==> src/rtl/raymarch_scheduler_if.sv <==
// raymarch_scheduler_if: frame control, core array and framebuffer signals of the scheduler
interface raymarch_scheduler_if #(
  parameter int WIDTH = 1280,
  parameter int HEIGHT = 720,
  parameter int NUM_CORES = 4
);
  localparam int XW = $clog2(WIDTH);
  localparam int YW = $clog2(HEIGHT);
  localparam int AW = $clog2(WIDTH * HEIGHT);
  logic frame_start_in;
  logic [NUM_CORES-1:0] core_start_out;
  logic [NUM_CORES-1:0][XW-1:0] core_x_out;
  logic [NUM_CORES-1:0][YW-1:0] core_y_out;
  logic [NUM_CORES-1:0] core_done_in;
  logic [NUM_CORES-1:0][23:0] core_color_in;
  logic fb_we_out;
  logic [AW-1:0] fb_addr_out;
  logic [23:0] fb_data_out;
  logic frame_busy_out;
  logic frame_done_out;
  modport slave (
    input  frame_start_in, core_done_in, core_color_in,
    output core_start_out, core_x_out, core_y_out, fb_we_out, fb_addr_out, fb_data_out,
           frame_busy_out, frame_done_out
  );
  modport master (
    output frame_start_in, core_done_in, core_color_in,
    input  core_start_out, core_x_out, core_y_out, fb_we_out, fb_addr_out, fb_data_out,
           frame_busy_out, frame_done_out
  );
endinterface

==> src/rtl/raymarch_scheduler.sv <==
// raymarch_scheduler: shares NUM_CORES raymarcher cores across a frame and serialises results to the framebuffer
module raymarch_scheduler #(
  parameter int WIDTH = 1280,
  parameter int HEIGHT = 720,
  parameter int NUM_CORES = 4
) (
  input logic clk_pixel_in,
  input logic rst_in,
  raymarch_scheduler_if.slave bus_io
);
  localparam int XW = $clog2(WIDTH);
  localparam int YW = $clog2(HEIGHT);
  localparam int AW = $clog2(WIDTH * HEIGHT);
  localparam int PW = NUM_CORES > 1 ? $clog2(NUM_CORES) : 1;
  localparam logic [XW-1:0] XMAX = XW'(WIDTH - 1);
  localparam logic [YW-1:0] YMAX = YW'(HEIGHT - 1);
  localparam logic [PW-1:0] PMAX = PW'(NUM_CORES - 1);
  typedef enum logic [1:0] {IDLE, DISPATCH, DRAIN, DONE} state_e;
  typedef enum logic [1:0] {FREE, BUSY, PEND} core_e;
  state_e state_q;
  core_e st_q [NUM_CORES];
  logic [NUM_CORES-1:0][XW-1:0] x_q;
  logic [NUM_CORES-1:0][YW-1:0] y_q;
  logic [AW-1:0] addr_q [NUM_CORES];
  logic [23:0] col_q [NUM_CORES];
  logic [XW-1:0] rx_q;
  logic [YW-1:0] ry_q;
  logic [AW-1:0] ra_q;
  logic [PW-1:0] dptr_q, wptr_q, d_idx, w_idx;
  logic d_ok, w_ok, active, dispatch, last;
  logic [NUM_CORES-1:0] start_q;
  logic we_q;
  logic [AW-1:0] fa_q;
  logic [23:0] fd_q;
  // Round-robin search; scanning downwards lets the nearest match to the pointer win.
  always_comb begin
    int dj, wj;
    dj = 0;
    wj = 0;
    d_ok = 1'b0;
    w_ok = 1'b0;
    d_idx = '0;
    w_idx = '0;
    active = 1'b0;
    for (int k = NUM_CORES - 1; k >= 0; k--) begin
      dj = int'(dptr_q) + k;
      dj = dj >= NUM_CORES ? dj - NUM_CORES : dj;
      wj = int'(wptr_q) + k;
      wj = wj >= NUM_CORES ? wj - NUM_CORES : wj;
      if (st_q[dj] == FREE) begin
        d_ok = 1'b1;
        d_idx = PW'(dj);
      end
      if (st_q[wj] == PEND) begin
        w_ok = 1'b1;
        w_idx = PW'(wj);
      end
    end
    for (int i = 0; i < NUM_CORES; i++) active = active | (st_q[i] != FREE);
    dispatch = (state_q == DISPATCH) && d_ok;
    last = (rx_q == XMAX) && (ry_q == YMAX);
  end
  always_ff @(posedge clk_pixel_in) begin
    if (rst_in) begin
      state_q <= IDLE;
      for (int i = 0; i < NUM_CORES; i++) begin
        st_q[i] <= FREE;
        addr_q[i] <= '0;
        col_q[i] <= '0;
      end
      x_q <= '0;
      y_q <= '0;
      rx_q <= '0;
      ry_q <= '0;
      ra_q <= '0;
      dptr_q <= '0;
      wptr_q <= '0;
      start_q <= '0;
      we_q <= 1'b0;
      fa_q <= '0;
      fd_q <= '0;
    end else begin
      start_q <= '0;
      we_q <= w_ok;
      state_q <= state_q == IDLE ? (bus_io.frame_start_in ? DISPATCH : IDLE) :
                 state_q == DISPATCH ? (dispatch && last ? DRAIN : DISPATCH) :
                 state_q == DRAIN ? (active ? DRAIN : DONE) : IDLE;
      for (int i = 0; i < NUM_CORES; i++)
        if (bus_io.core_done_in[i] && st_q[i] == BUSY) begin
          st_q[i] <= PEND;
          col_q[i] <= bus_io.core_color_in[i];
        end
      if (w_ok) begin
        st_q[w_idx] <= FREE;
        fa_q <= addr_q[w_idx];
        fd_q <= col_q[w_idx];
        wptr_q <= w_idx == PMAX ? '0 : w_idx + 1'b1;
      end
      if (dispatch) begin
        st_q[d_idx] <= BUSY;
        start_q[d_idx] <= 1'b1;
        x_q[d_idx] <= rx_q;
        y_q[d_idx] <= ry_q;
        addr_q[d_idx] <= ra_q;
        dptr_q <= d_idx == PMAX ? '0 : d_idx + 1'b1;
        rx_q <= rx_q == XMAX ? '0 : rx_q + 1'b1;
        ry_q <= last ? '0 : (rx_q == XMAX ? ry_q + 1'b1 : ry_q);
        ra_q <= last ? '0 : ra_q + 1'b1;
      end
    end
  end
  assign bus_io.core_start_out = start_q;
  assign bus_io.core_x_out = x_q;
  assign bus_io.core_y_out = y_q;
  assign bus_io.fb_we_out = we_q;
  assign bus_io.fb_addr_out = fa_q;
  assign bus_io.fb_data_out = fd_q;
  assign bus_io.frame_busy_out = state_q != IDLE;
  assign bus_io.frame_done_out = state_q == DONE;
endmodule
==> src/flat_wrapper.sv <==
// flat-port wrapper written by rule: the top's interface ports become plain ports
module raymarch_scheduler_flat 
#(
  parameter int WIDTH = 1280,
  parameter int HEIGHT = 720,
  parameter int NUM_CORES = 4
)
  (clk_pixel_in, rst_in, bus_io_frame_start_in, bus_io_core_done_in, bus_io_core_color_in, bus_io_core_start_out, bus_io_core_x_out, bus_io_core_y_out, bus_io_fb_we_out, bus_io_fb_addr_out, bus_io_fb_data_out, bus_io_frame_busy_out, bus_io_frame_done_out);
  raymarch_scheduler_if #(.WIDTH(WIDTH), .HEIGHT(HEIGHT), .NUM_CORES(NUM_CORES)) bus_io_i ();
  input logic clk_pixel_in;
  input logic rst_in;
  input wire logic [$bits(bus_io_i.frame_start_in)-1:0] bus_io_frame_start_in;
  input wire logic [$bits(bus_io_i.core_done_in)-1:0] bus_io_core_done_in;
  input wire logic [$bits(bus_io_i.core_color_in)-1:0] bus_io_core_color_in;
  output wire logic [$bits(bus_io_i.core_start_out)-1:0] bus_io_core_start_out;
  output wire logic [$bits(bus_io_i.core_x_out)-1:0] bus_io_core_x_out;
  output wire logic [$bits(bus_io_i.core_y_out)-1:0] bus_io_core_y_out;
  output wire logic [$bits(bus_io_i.fb_we_out)-1:0] bus_io_fb_we_out;
  output wire logic [$bits(bus_io_i.fb_addr_out)-1:0] bus_io_fb_addr_out;
  output wire logic [$bits(bus_io_i.fb_data_out)-1:0] bus_io_fb_data_out;
  output wire logic [$bits(bus_io_i.frame_busy_out)-1:0] bus_io_frame_busy_out;
  output wire logic [$bits(bus_io_i.frame_done_out)-1:0] bus_io_frame_done_out;
  assign bus_io_i.frame_start_in = bus_io_frame_start_in;
  assign bus_io_i.core_done_in = bus_io_core_done_in;
  assign bus_io_i.core_color_in = bus_io_core_color_in;
  assign bus_io_core_start_out = bus_io_i.core_start_out;
  assign bus_io_core_x_out = bus_io_i.core_x_out;
  assign bus_io_core_y_out = bus_io_i.core_y_out;
  assign bus_io_fb_we_out = bus_io_i.fb_we_out;
  assign bus_io_fb_addr_out = bus_io_i.fb_addr_out;
  assign bus_io_fb_data_out = bus_io_i.fb_data_out;
  assign bus_io_frame_busy_out = bus_io_i.frame_busy_out;
  assign bus_io_frame_done_out = bus_io_i.frame_done_out;
  raymarch_scheduler #(.WIDTH(WIDTH), .HEIGHT(HEIGHT), .NUM_CORES(NUM_CORES)) u_core (.clk_pixel_in(clk_pixel_in), .rst_in(rst_in), .bus_io(bus_io_i));
endmodule
==> config.mk <==
export PLATFORM = sky130hd
export DESIGN_NAME = raymarch_scheduler_flat
export DESIGN_NICKNAME = d
export VERILOG_FILES = /design/src/rtl/raymarch_scheduler_if.sv /design/src/rtl/raymarch_scheduler.sv /design/src/flat_wrapper.sv
export SDC_FILE = /design/constraint.sdc
export NUM_CORES = 1
export LEC_CHECK = 0
export BUFFER_PORTS_ARGS = -buffer_cell sky130_fd_sc_hd__clkbuf_2
export CORE_ASPECT_RATIO = 1.1
export CORE_MARGIN = 2
export CORE_UTILIZATION = 46
export DETAILED_ROUTE_END_ITERATION = 12
export GPL_ROUTABILITY_DRIVEN = 1
export PLACE_DENSITY_LB_ADDON = 0.25
export SLEW_MARGIN = 40
export SYNTH_ARGS = -nofsm -noshare
export SYNTH_HDL_FRONTEND = slang
export SYNTH_SLANG_ARGS = --single-unit
export TNS_END_PERCENT = 1
==> constraint.sdc <==
create_clock -name clk_pixel_in -period 3.4 [get_ports clk_pixel_in]
set_input_delay 0.34 -clock clk_pixel_in [delete_from_list [all_inputs] [get_ports clk_pixel_in]]
set_output_delay 0.34 -clock clk_pixel_in [all_outputs]
set_load 0.02 [all_outputs]
==> impl_metrics.json, run 1 <==
{
  "crit_chain": "or2_2 -> mux4_2 -> o311a_1 -> mux2i_4 -> inv_2 -> nor4_4 -> or2_2",
  "placed_cell_area_sq_um": 17100,
  "pre_cts_ws_ps": 422,
  "cp.arrival_ps": 3110,
  "power.leakage_nw": 7.37,
  "worst-setup-path-type": "register to register",
  "drv_cap": 0,
  "synthMuxAreaShare": 0.0668,
  "clock_tree_from_tritoncts": "yes",
  "clockBufferDepth": 3,
  "globalplace.congestion": 0.812,
  "finalCriticalPeriod_ps": 2950,
  "cts-buffers-inserted": 39,
  "setup_viol": 0,
  "timing.final.ws_setup_ps": 453,
  "outcome": "completed",
  "start_util": 0.466,
  "post_synth_and_or_nand_nor_area_fraction": 0.191,
  "worstHoldPathCells": 2,
  "syn_to_final_growth_pct": 18.9,
  "max_ir_drop_vdd_mv": 0.288,
  "initialDrtViolationCount": 847,
  "fp.dieArea_sq_um": 35100,
  "path_depth_of_the_worst_reg2reg_path": 7,
  "vias": 11247,
  "rows": 70,
  "hold_path_class": "input port to register",
  "io_buffers": 237,
  "synth_top_cells_by_count": "sky130_fd_sc_hd__dfxtp_1 (192), sky130_fd_sc_hd__and2_1 (180), sky130_fd_sc_hd__edfxtp_1 (176)",
  "grt_max_degree": 94,
  "first_pass_iters": 5,
  "timing_worst_slew_pin_value_ps": 598,
  "worst_path_largest_cell_delay_ps": 540,
  "setup.reg_to_reg.worst_slack_ps": 450,
  "synthMostInstantiatedCell": "sky130_fd_sc_hd__dfxtp_1",
  "remaining_drc_errors": 0,
  "synth_cells": 1411,
  "netlist.top_cell.by_area": "sky130_fd_sc_hd__edfxtp_1",
  "max_slew_margin": 0.598,
  "timing.rr.start": "u_core.st_q[0][1]$_SDFFE_PP0P_",
  "wl_per_cell_um": 18.7,
  "combinational_family_with_the_most_area_after_synthesis": "simple AND/OR/NAND/NOR gates",
  "post_synth_main_area_contributors": "sky130_fd_sc_hd__edfxtp_1 (34%), sky130_fd_sc_hd__dfxtp_1 (25%), sky130_fd_sc_hd__and2_1 (7.3%)",
  "synth_compound_area_frac": 0.0908,
  "syn_avg_cell_area_sq_um": 11.0,
  "synth_xor_area_frac": 0.0170,
  "dpl.hpwl_um": 25000,
  "synth_sequential_area_ratio": 0.590,
  "fmax_mhz": 339,
  "io-pin-count": 238,
  "postCtsHoldBufs": 0,
  "clockRootBuffer": "sky130_fd_sc_hd__clkbuf_16",
  "vias_per_cell": 5.40,
  "rsz0062_at_grt": "false",
  "post-cts-setup-buffer-count": 0,
  "clock-skew-final_ps": 18.4,
  "syn_area_sq_um": 15500,
  "synth-adder-area-share": 0.00890,
  "total_routing_usage_reported_by_global_routing": 0.216,
  "cts_htree_levels": 2,
  "min_delay_worst_endpoint": "u_core.col_q[1][23]$_SDFFCE_PN0P_",
  "die_width_um": 179,
  "synth_enable_flop_cells": 176,
  "timing.setup.tns_ps": 0,
  "via_count_of_the_first_global_routing_pass": 10897,
  "wl_um": 38800,
  "clk-insertion-delay-late_ps": 530,
  "ys.warnings.count": 0,
  "yosysUniqueCellTypes": 65,
  "cp_slowest_cell": "sky130_fd_sc_hd__mux4_2",
  "core_area_sq_um": 33200,
  "finish.net_count": 1731,
  "dieHeight_um": 196,
  "clock_pin_slew_on_the_worst_setup_and_hold_paths_ps": 60,
  "final_cell_area_sq_um": 18400,
  "ys_seq_elements": 368,
  "required_ps": 3560,
  "timing.critical_path.fanout_max": 20,
  "drive_above_1_share": 0.248,
  "cellPowerDensity_nw_per_um2": 539,
  "critPathCaptureType": "register",
  "cp_common_cell": "sky130_fd_sc_hd__or2_2",
  "cp_launch_type": "register",
  "crit-reg2reg-capture": "u_core.addr_q[1][7]$_SDFFCE_PN0P_",
  "synth-main-ff-cell": "sky130_fd_sc_hd__dfxtp_1",
  "synth_nets": 1525,
  "report.final.hold_viol_count": 0,
  "globalRoute.totalOverflow": 0,
  "post_cts.resized_instances": 0,
  "async_s_r_ff_share_synth": 0,
  "route.antenna.remaining_nets": 0,
  "slew_viol_final": 0,
  "timing.hold.worst.start": "bus_io_core_color_in[47]",
  "first_pass_grt_wire_length_um": 59500,
  "netlist.area_leader.share": 0.342,
  "grt_antenna_before_repair": 2,
  "clock_sink_count": 368,
  "post-route-period-util": 0.867
}
[layout by cell type, fill, tap and decap left out, drive strengths merged, types with 16 or more instances in the layout]
cell type,netlist,layout
clkbuf,70,291
dfxtp,192,192
and2,180,180
edfxtp,176,176
nand2,120,120
a21oi,107,107
nand3,105,105
nor2,71,71
o21ai,51,51
mux2i,48,48
a32oi,46,46
mux2,44,44
buf,40,39
xor2,19,19
nor3,17,17
nand2b,16,16
[critical path, delay by kind of cell (launching register included)]
kind                   cells  cell delay, ps
DFF                        1             390
muxes                      2             790
buffers and inverters      1             110
AOI/OAI and AO/OA          1             180
and+or+nand+nor            3            1080
[how the worst max path moves through the flow]
| stage | cells after the start | from | endpoint |
|---|---|---|---|
| floorplan | 8 | u_core.st_q[3][1]$_SDFFE_PP0P_ | u_core.addr_q[1][0]$_SDFFCE_PN0P_ |
| global placement | 7 | u_core.st_q[0][1]$_SDFFE_PP0P_ | u_core.addr_q[1][8]$_SDFFCE_PN0P_ |
| detailed placement | 7 | u_core.st_q[0][1]$_SDFFE_PP0P_ | u_core.addr_q[1][6]$_SDFFCE_PN0P_ |
| CTS | 7 | u_core.st_q[0][1]$_SDFFE_PP0P_ | u_core.addr_q[1][16]$_SDFFCE_PN0P_ |
| global route | 9 | u_core.st_q[3][1]$_SDFFE_PP0P_ | u_core.bus_io.fb_addr_out[10]$_SDFFE_PP0N_ |
| finish | 7 | u_core.st_q[0][1]$_SDFFE_PP0P_ | u_core.addr_q[1][7]$_SDFFCE_PN0P_ |
[layer usage]
metal / part of all wire / vias to the layer above / GRT usage / wire length (um)
met2: 0.47 / 379 / 0.353 / 18300
met3: 0.084 / 56 / 0.0610 / 3260
met1: 0.42 / 5413 / 0.280 / 16500
met5: 0 / - / 0 / 0
met4: 0.020 / 0 / 0.0563 / 780
li1: - / 5399 / - / -
[area by class of cell]
cell class,count,area (sq um)
clock buffer,55,1140
clock inverter,16,143
antenna,2,5.00
tap,432,541
inverter,8,30.0
timing repair buffer,275,1560
multi-input combinational,925,5840
sequential,368,9130
fill,2850,14800
[metrics by stage]
stage / total power [mW] / std cells / util / hold WS [ps]
floorplan: 5.46 / 1411 / - / 476
global placement: 5.76 / 2006 / 0.514 / 442
detailed placement: 5.78 / 2008 / 0.515 / 447
CTS: 10.0 / 2079 / 0.554 / 59.2
global route: 10.3 / 2081 / 0.554 / 58.8
finish: 9.90 / 2081 / 0.554 / 79.6
[where the power goes]
group	internal, mW	switching (mW)
clock	2.50	1.73
sequential	4.79	0.0732
combinational	0.261	0.551
[state kept, by name, summed over array words and instances, names as in the netlist, named ones only]
| name | count |
|---|---|
| u_core.ra_q | 20 |
| u_core.col_q | 96 |
| u_core.st_q | 8 |
| u_core.ry_q | 10 |
| u_core.bus_io.fb_we_out | 1 |
| u_core.bus_io.core_x_out | 44 |
| u_core.dptr_q | 2 |
| u_core.state_q | 2 |
| u_core.bus_io.fb_addr_out | 20 |
| u_core.addr_q | 80 |
| u_core.bus_io.core_start_out | 4 |
| u_core.rx_q | 11 |
| u_core.bus_io.core_y_out | 40 |
| u_core.bus_io.fb_data_out | 24 |
| u_core.wptr_q | 2 |
[cells by family after synthesis]
| group | Yosys count |
|---|---|
| DFF | 368 |
| adders and majority gates | 11 |
| and+or+nand+nor | 565 |
| AOI/OAI and AO/OA | 225 |
| xor gates and xnor gates | 30 |
| muxes | 94 |
| buffers and inverters | 118 |
Power figures use the tool's default switching activity.
==> run 2: changes to the inputs <==
Settings changed: CORE_UTILIZATION 46 to 57.
==> run 2 against run 1 <==
  * Critical path type unchanged
  * Non-clock buffer count is 3 higher
  * First-iteration DRC count is 11% lower
  * Critical path depth is 1 lower
  * Sequential share of layout area is 0.091 points higher
  * Cell count is 3.7% lower
  * Wire length is 2.3% lower
  * Total power is 0.35% higher
==> impl_metrics.json, run 2 (synthesis results as in run 1) <==
{
  "outcome": "completed",
  "cp_launch_type": "register",
  "critPathCaptureType": "register",
  "post_cts.resized_instances": 0,
  "die_width_um": 161,
  "remaining_drc_errors": 0,
  "regMostFlops": "u_core.col_q",
  "core_area_sq_um": 26800,
  "timing.hold.worst.start": "bus_io_core_color_in[17]",
  "rsz0062_at_grt": "false",
  "globalRoute.totalOverflow": 0,
  "largest_register_ff_count": 96,
  "route.antenna.remaining_nets": 0,
  "slew_viol_final": 0,
  "topRoutingLayerUsed": "met5",
  "seq_area_sq_um": 9130,
  "fp.dieArea_sq_um": 28500,
  "rows": 63,
  "grt_max_degree": 100,
  "drv_cap": 0,
  "dpl.hpwl_um": 24100,
  "max_slew_margin": 0.514,
  "dieHeight_um": 177,
  "most-common-layout-cells": "sky130_fd_sc_hd__clkbuf_2 (236), sky130_fd_sc_hd__dfxtp_1 (192), sky130_fd_sc_hd__and2_1 (179)",
  "setup.reg_to_reg.worst_slack_ps": 380,
  "overall_power_of_the_completed_layout_mw": 9.94,
  "first_pass_iters": 5,
  "timing.rr.start": "u_core.st_q[0][1]$_SDFFE_PP0P_",
  "timing.final.ws_setup_ps": 383,
  "cellPowerDensity_nw_per_um2": 542,
  "timing.critical_path.fanout_max": 20,
  "dr_wl_met2_um": 18500,
  "fmax_mhz": 331,
  "clock_tree_from_tritoncts": "yes",
  "clk-insertion-delay-late_ps": 520,
  "report.final.hold_viol_count": 0,
  "clock-skew-final_ps": 18.9,
  "hold_path_class": "input port to register",
  "setup_viol": 0,
  "max_ir_drop_vdd_mv": 0.424,
  "clockRootBuffer": "sky130_fd_sc_hd__clkbuf_16",
  "startpoint": "u_core.st_q[0][1]$_SDFFE_PP0P_",
  "hold_slack_ps": 94.2,
  "cts-buffers-inserted": 38,
  "syn_to_final_growth_pct": 18.7,
  "pre_cts_ws_ps": 379,
  "io-pin-count": 238,
  "globalplace.congestion": 0.810,
  "multi_input_logic_area_sq_um": 5850,
  "finish.net_count": 1733,
  "vias": 11571,
  "cp.arrival_ps": 3160,
  "wl_um": 37900,
  "clock_pin_slew_on_the_worst_setup_and_hold_paths_ps": 60,
  "grt_antenna_before_repair": 1,
  "required_ps": 3540,
  "drive_above_1_share": 0.247,
  "detailroute.wirelength.met3_um": 3130,
  "total_routing_usage_reported_by_global_routing": 0.262,
  "clockBufferDepth": 3,
  "timing.setup.tns_ps": 0,
  "post-route-period-util": 0.887,
  "first_pass_grt_wire_length_um": 59700,
  "timing_worst_slew_pin_value_ps": 728,
  "via_count_of_the_first_global_routing_pass": 11605,
  "cts_htree_levels": 2,
  "commonest_non_fill_non_tap_cell_in_the_layout": "sky130_fd_sc_hd__clkbuf_2",
  "vias_per_cell": 5.77,
  "io_buffers": 237,
  "initialDrtViolationCount": 754,
  "worst-setup-path-type": "register to register",
  "fillCellCount": 2009,
  "start_util": 0.577,
  "clock_sink_count": 368,
  "antennaDiodeCount": 0,
  "post-cts-setup-buffer-count": 0,
  "finalCriticalPeriod_ps": 3020,
  "power.leakage_nw": 7.39,
  "postCtsHoldBufs": 0,
  "detail_route.wirelength.met1_um": 15600,
  "wl_per_cell_um": 18.9
}
==> run 2: cell count changes in the layout (fill, tap and decap cells not counted), sizes merged <==
| cell | change |
|---|---|
| clkinvlp | +1 |
| buf | +3 |
| clkinv | -5 |
| bufinv | +1 |
| inv | +1 |
| diode | -2 |
==> run 2: layout make-up <==
type                    count  share of cell area
well taps                 357              0.0243
clock inverters            14             0.00811
clock buffers              55              0.0625
flip-flops and latches    368               0.497
repair buffers            278              0.0871
inverters                   8             0.00164
multi-input cells         925               0.319
==> run 2: path summary, 6_finish.rpt <==
check	endpoint	cells after the start
min	u_core.col_q[0][17]$_SDFFCE_PN0P_	2
min reg2reg	u_core.bus_io.core_x_out[2]$_SDFFE_PP0P_	2
max	u_core.addr_q[0][9]$_SDFFCE_PN0P_	6
max reg2reg	u_core.addr_q[0][9]$_SDFFCE_PN0P_	6
==> run 2: power breakdown <==
group | total [mW] | switching, mW | internal, mW
clock network | 4.25 | 1.67 | 2.57
registers | 4.87 | 0.0757 | 4.79
logic | 0.823 | 0.556 | 0.268
total | 9.94 | 2.30 | 7.64
==> run 2: stage by stage <==
step                utilization  std cells  instance area [sq um]
floorplan                     -       1411                  15500
global placement          0.635       1934                  17000
detailed placement        0.636       1935                  17000
CTS                       0.684       2004                  18300
global route              0.685       2005                  18400
finish                    0.685       2005                  18400
==> run 2: routing by layer <==
metal / vias to the layer above / global-route usage
met1: 5605 / 0.334
met4: 2 / 0.0804
met2: 486 / 0.448
met5: - / 0
li1: 5422 / -
met3: 56 / 0.0612
==> run 2: worst max-delay path, cell delays in order, from the launching register on <==
cell and delay (ps):
sky130_fd_sc_hd__dfxtp_1 420, sky130_fd_sc_hd__or2_2 350, sky130_fd_sc_hd__mux4_2 540, sky130_fd_sc_hd__o31ai_1 180, sky130_fd_sc_hd__nand2_1 340, sky130_fd_sc_hd__nor4_2 260
sky130_fd_sc_hd__or2_2 550
==> run 3: changes to the inputs <==
Settings changed: GPL_ROUTABILITY_DRIVEN 1 to 0, REMOVE_ABC_BUFFERS set to 1.
==> run 3 against run 2 <==
  * Critical path depth up 1
  * First-iteration DRC count is 5.7% higher
  * Non-clock buffer count down 4
  * Clock skew is 1.2 ps lower
  * Combinational power is 1% lower
  * Die area did not move
  * Cell area shrank 1.2%
  * Maximum frequency grew 1.2%
==> impl_metrics.json, run 3 (synthesis results as in run 1) <==
{
  "syn_to_final_growth_pct": 17.2,
  "core_area_sq_um": 26800,
  "crit-reg2reg-capture": "u_core.addr_q[1][9]$_SDFFCE_PN0P_",
  "clock_sink_count": 368,
  "startpoint": "u_core.st_q[3][1]$_SDFFE_PP0P_",
  "post-route-period-util": 0.877,
  "initialDrtViolationCount": 797,
  "clock_pin_slew_on_the_worst_setup_and_hold_paths_ps": 60,
  "fin_cells": 1997,
  "globalRoute.totalOverflow": 0,
  "clockRootBuffer": "sky130_fd_sc_hd__clkbuf_16",
  "groute.layer.met2.usage": 0.446,
  "fmax_mhz": 335,
  "clk-insertion-delay-late_ps": 510,
  "total_routing_usage_reported_by_global_routing": 0.255,
  "clock_tree_from_tritoncts": "yes",
  "largest_register_ff_count": 96,
  "slew_viol_final": 0,
  "required_ps": 3540,
  "report.final.hold_viol_count": 0,
  "commonest_non_fill_non_tap_cell_in_the_layout": "sky130_fd_sc_hd__clkbuf_2",
  "dpl.hpwl_um": 23300,
  "grt_util_met1": 0.316,
  "path_depth_of_the_worst_reg2reg_path": 7,
  "timing.rr.start": "u_core.st_q[3][1]$_SDFFE_PP0P_",
  "route.antenna.remaining_nets": 0,
  "wl_um": 36800,
  "dieHeight_um": 177,
  "grt_util_met3": 0.0544,
  "regMostFlops": "u_core.col_q",
  "hold_path_class": "input port to register",
  "remaining_drc_errors": 0,
  "placed_cells": 1932,
  "setup.reg_to_reg.worst_slack_ps": 420,
  "post_cts.resized_instances": 0,
  "cellPowerDensity_nw_per_um2": 527,
  "vias_per_cell": 5.67,
  "vias": 11329,
  "cp.arrival_ps": 3120,
  "pre_cts_ws_ps": 440,
  "cts_htree_levels": 2,
  "most-common-layout-cells": "sky130_fd_sc_hd__clkbuf_2 (236), sky130_fd_sc_hd__dfxtp_1 (192), sky130_fd_sc_hd__and2_1 (179)",
  "die_width_um": 161,
  "post-cts-setup-buffer-count": 0,
  "timing.critical_path.fanout_max": 20,
  "fp.dieArea_sq_um": 28500,
  "wl_per_cell_um": 18.4,
  "cts-buffers-inserted": 37,
  "via_count_of_the_first_global_routing_pass": 11201,
  "io_buffers": 237,
  "setup_viol": 0,
  "clock-skew-final_ps": 17.7,
  "final_core_utilization": 0.676,
  "timing.setup.tns_ps": 0,
  "grt_antenna_before_repair": 1,
  "drv_cap": 0,
  "grt_most_used_layer": "met2",
  "rsz0062_at_grt": "false",
  "timing.final.ws_setup_ps": 417,
  "clockBufferDepth": 3,
  "rows": 63,
  "cp_launch_type": "register",
  "max_ir_drop_vdd_mv": 0.410,
  "crit_end": "u_core.addr_q[1][9]$_SDFFCE_PN0P_",
  "io-pin-count": 238,
  "max_slew_margin": 0.504,
  "drive_above_1_share": 0.241,
  "first_pass_iters": 8,
  "overall_power_of_the_completed_layout_mw": 9.55,
  "finalCriticalPeriod_ps": 2980,
  "postCtsHoldBufs": 0,
  "fillCellCount": 2038,
  "timing_worst_slew_pin_value_ps": 744,
  "worst-setup-path-type": "register to register",
  "critPathCaptureType": "register",
  "first_pass_grt_wire_length_um": 58100,
  "outcome": "completed",
  "start_util": 0.577,
  "finish.net_count": 1728,
  "power.leakage_nw": 7.28,
  "grt_max_degree": 71
}
-- run 3: cell types whose count changed in the layout (fill, tap and decap cells not counted), sizes merged --
| cell | before | now |
|---|---|---|
| clkbuf | 291 | 292 |
| bufinv | 3 | 2 |
| diode | 0 | 1 |
| buf | 42 | 38 |
| clkinv | 8 | 6 |
| clkinvlp | 1 | 0 |
| inv | 10 | 8 |
-- run 3: per-layer routing --
layer	vias up	wire (um)
li1	5396	-
met1	5486	14800
met2	383	18300
met3	64	2690
met4	0	963
met5	-	0
-- run 3: layout make-up --
cell class | count | area, sq um | share of cell area
Sequential cell | 368 | 9130 | 0.504
Timing Repair Buffer | 274 | 1540 | 0.0848
Tap cell | 357 | 447 | 0.0246
Multi-Input combinational cell | 925 | 5840 | 0.322
Inverter | 8 | 30.0 | 0.00166
Clock inverter | 8 | 97.6 | 0.00538
Antenna cell | 1 | 2.50 | 0.000138
Clock buffer | 56 | 1040 | 0.0572
-- run 3: worst min-delay path by stage --
| stage | start | endpoint | cells after the start |
|---|---|---|---|
| after CTS | bus_io_core_color_in[75] | u_core.col_q[3][3]$_SDFFCE_PN0P_ | 2 |
| after detailed placement | u_core.bus_io.core_y_out[28]$_SDFFE_PP0P_ | u_core.bus_io.core_y_out[28]$_SDFFE_PP0P_ | 2 |
| after floorplan | rst_in | u_core.bus_io.core_x_out[0]$_SDFFE_PP0P_ | 1 |
| after global routing | bus_io_core_color_in[38] | u_core.col_q[1][14]$_SDFFCE_PN0P_ | 2 |
| final | bus_io_core_color_in[75] | u_core.col_q[3][3]$_SDFFCE_PN0P_ | 2 |
| after global placement | u_core.bus_io.core_y_out[22]$_SDFFE_PP0P_ | u_core.bus_io.core_y_out[22]$_SDFFE_PP0P_ | 2 |
-- run 3: critical path: stages, from the launching register on --
cell                      delay [ps]
sky130_fd_sc_hd__dfxtp_1         410
sky130_fd_sc_hd__or2_4           310
sky130_fd_sc_hd__mux4_2          550
sky130_fd_sc_hd__o311a_1         190
sky130_fd_sc_hd__mux2i_4         250
sky130_fd_sc_hd__inv_2           110
sky130_fd_sc_hd__nor4_4          260
sky130_fd_sc_hd__or2_2           520
-- run 3: report_power, final --
group | internal [mW] | switching (mW)
sequential | 4.79 | 0.0724
combinational | 0.260 | 0.552
clock | 2.26 | 1.61
total | 7.31 | 2.24
-- run 3: stage by stage --
step                hold WS, ps  cell area (sq um)
floorplan                   409              14900
global placement            441              17000
detailed placement          446              17000
CTS                        91.8              18100
global route               95.2              18100
finish                      107              18100
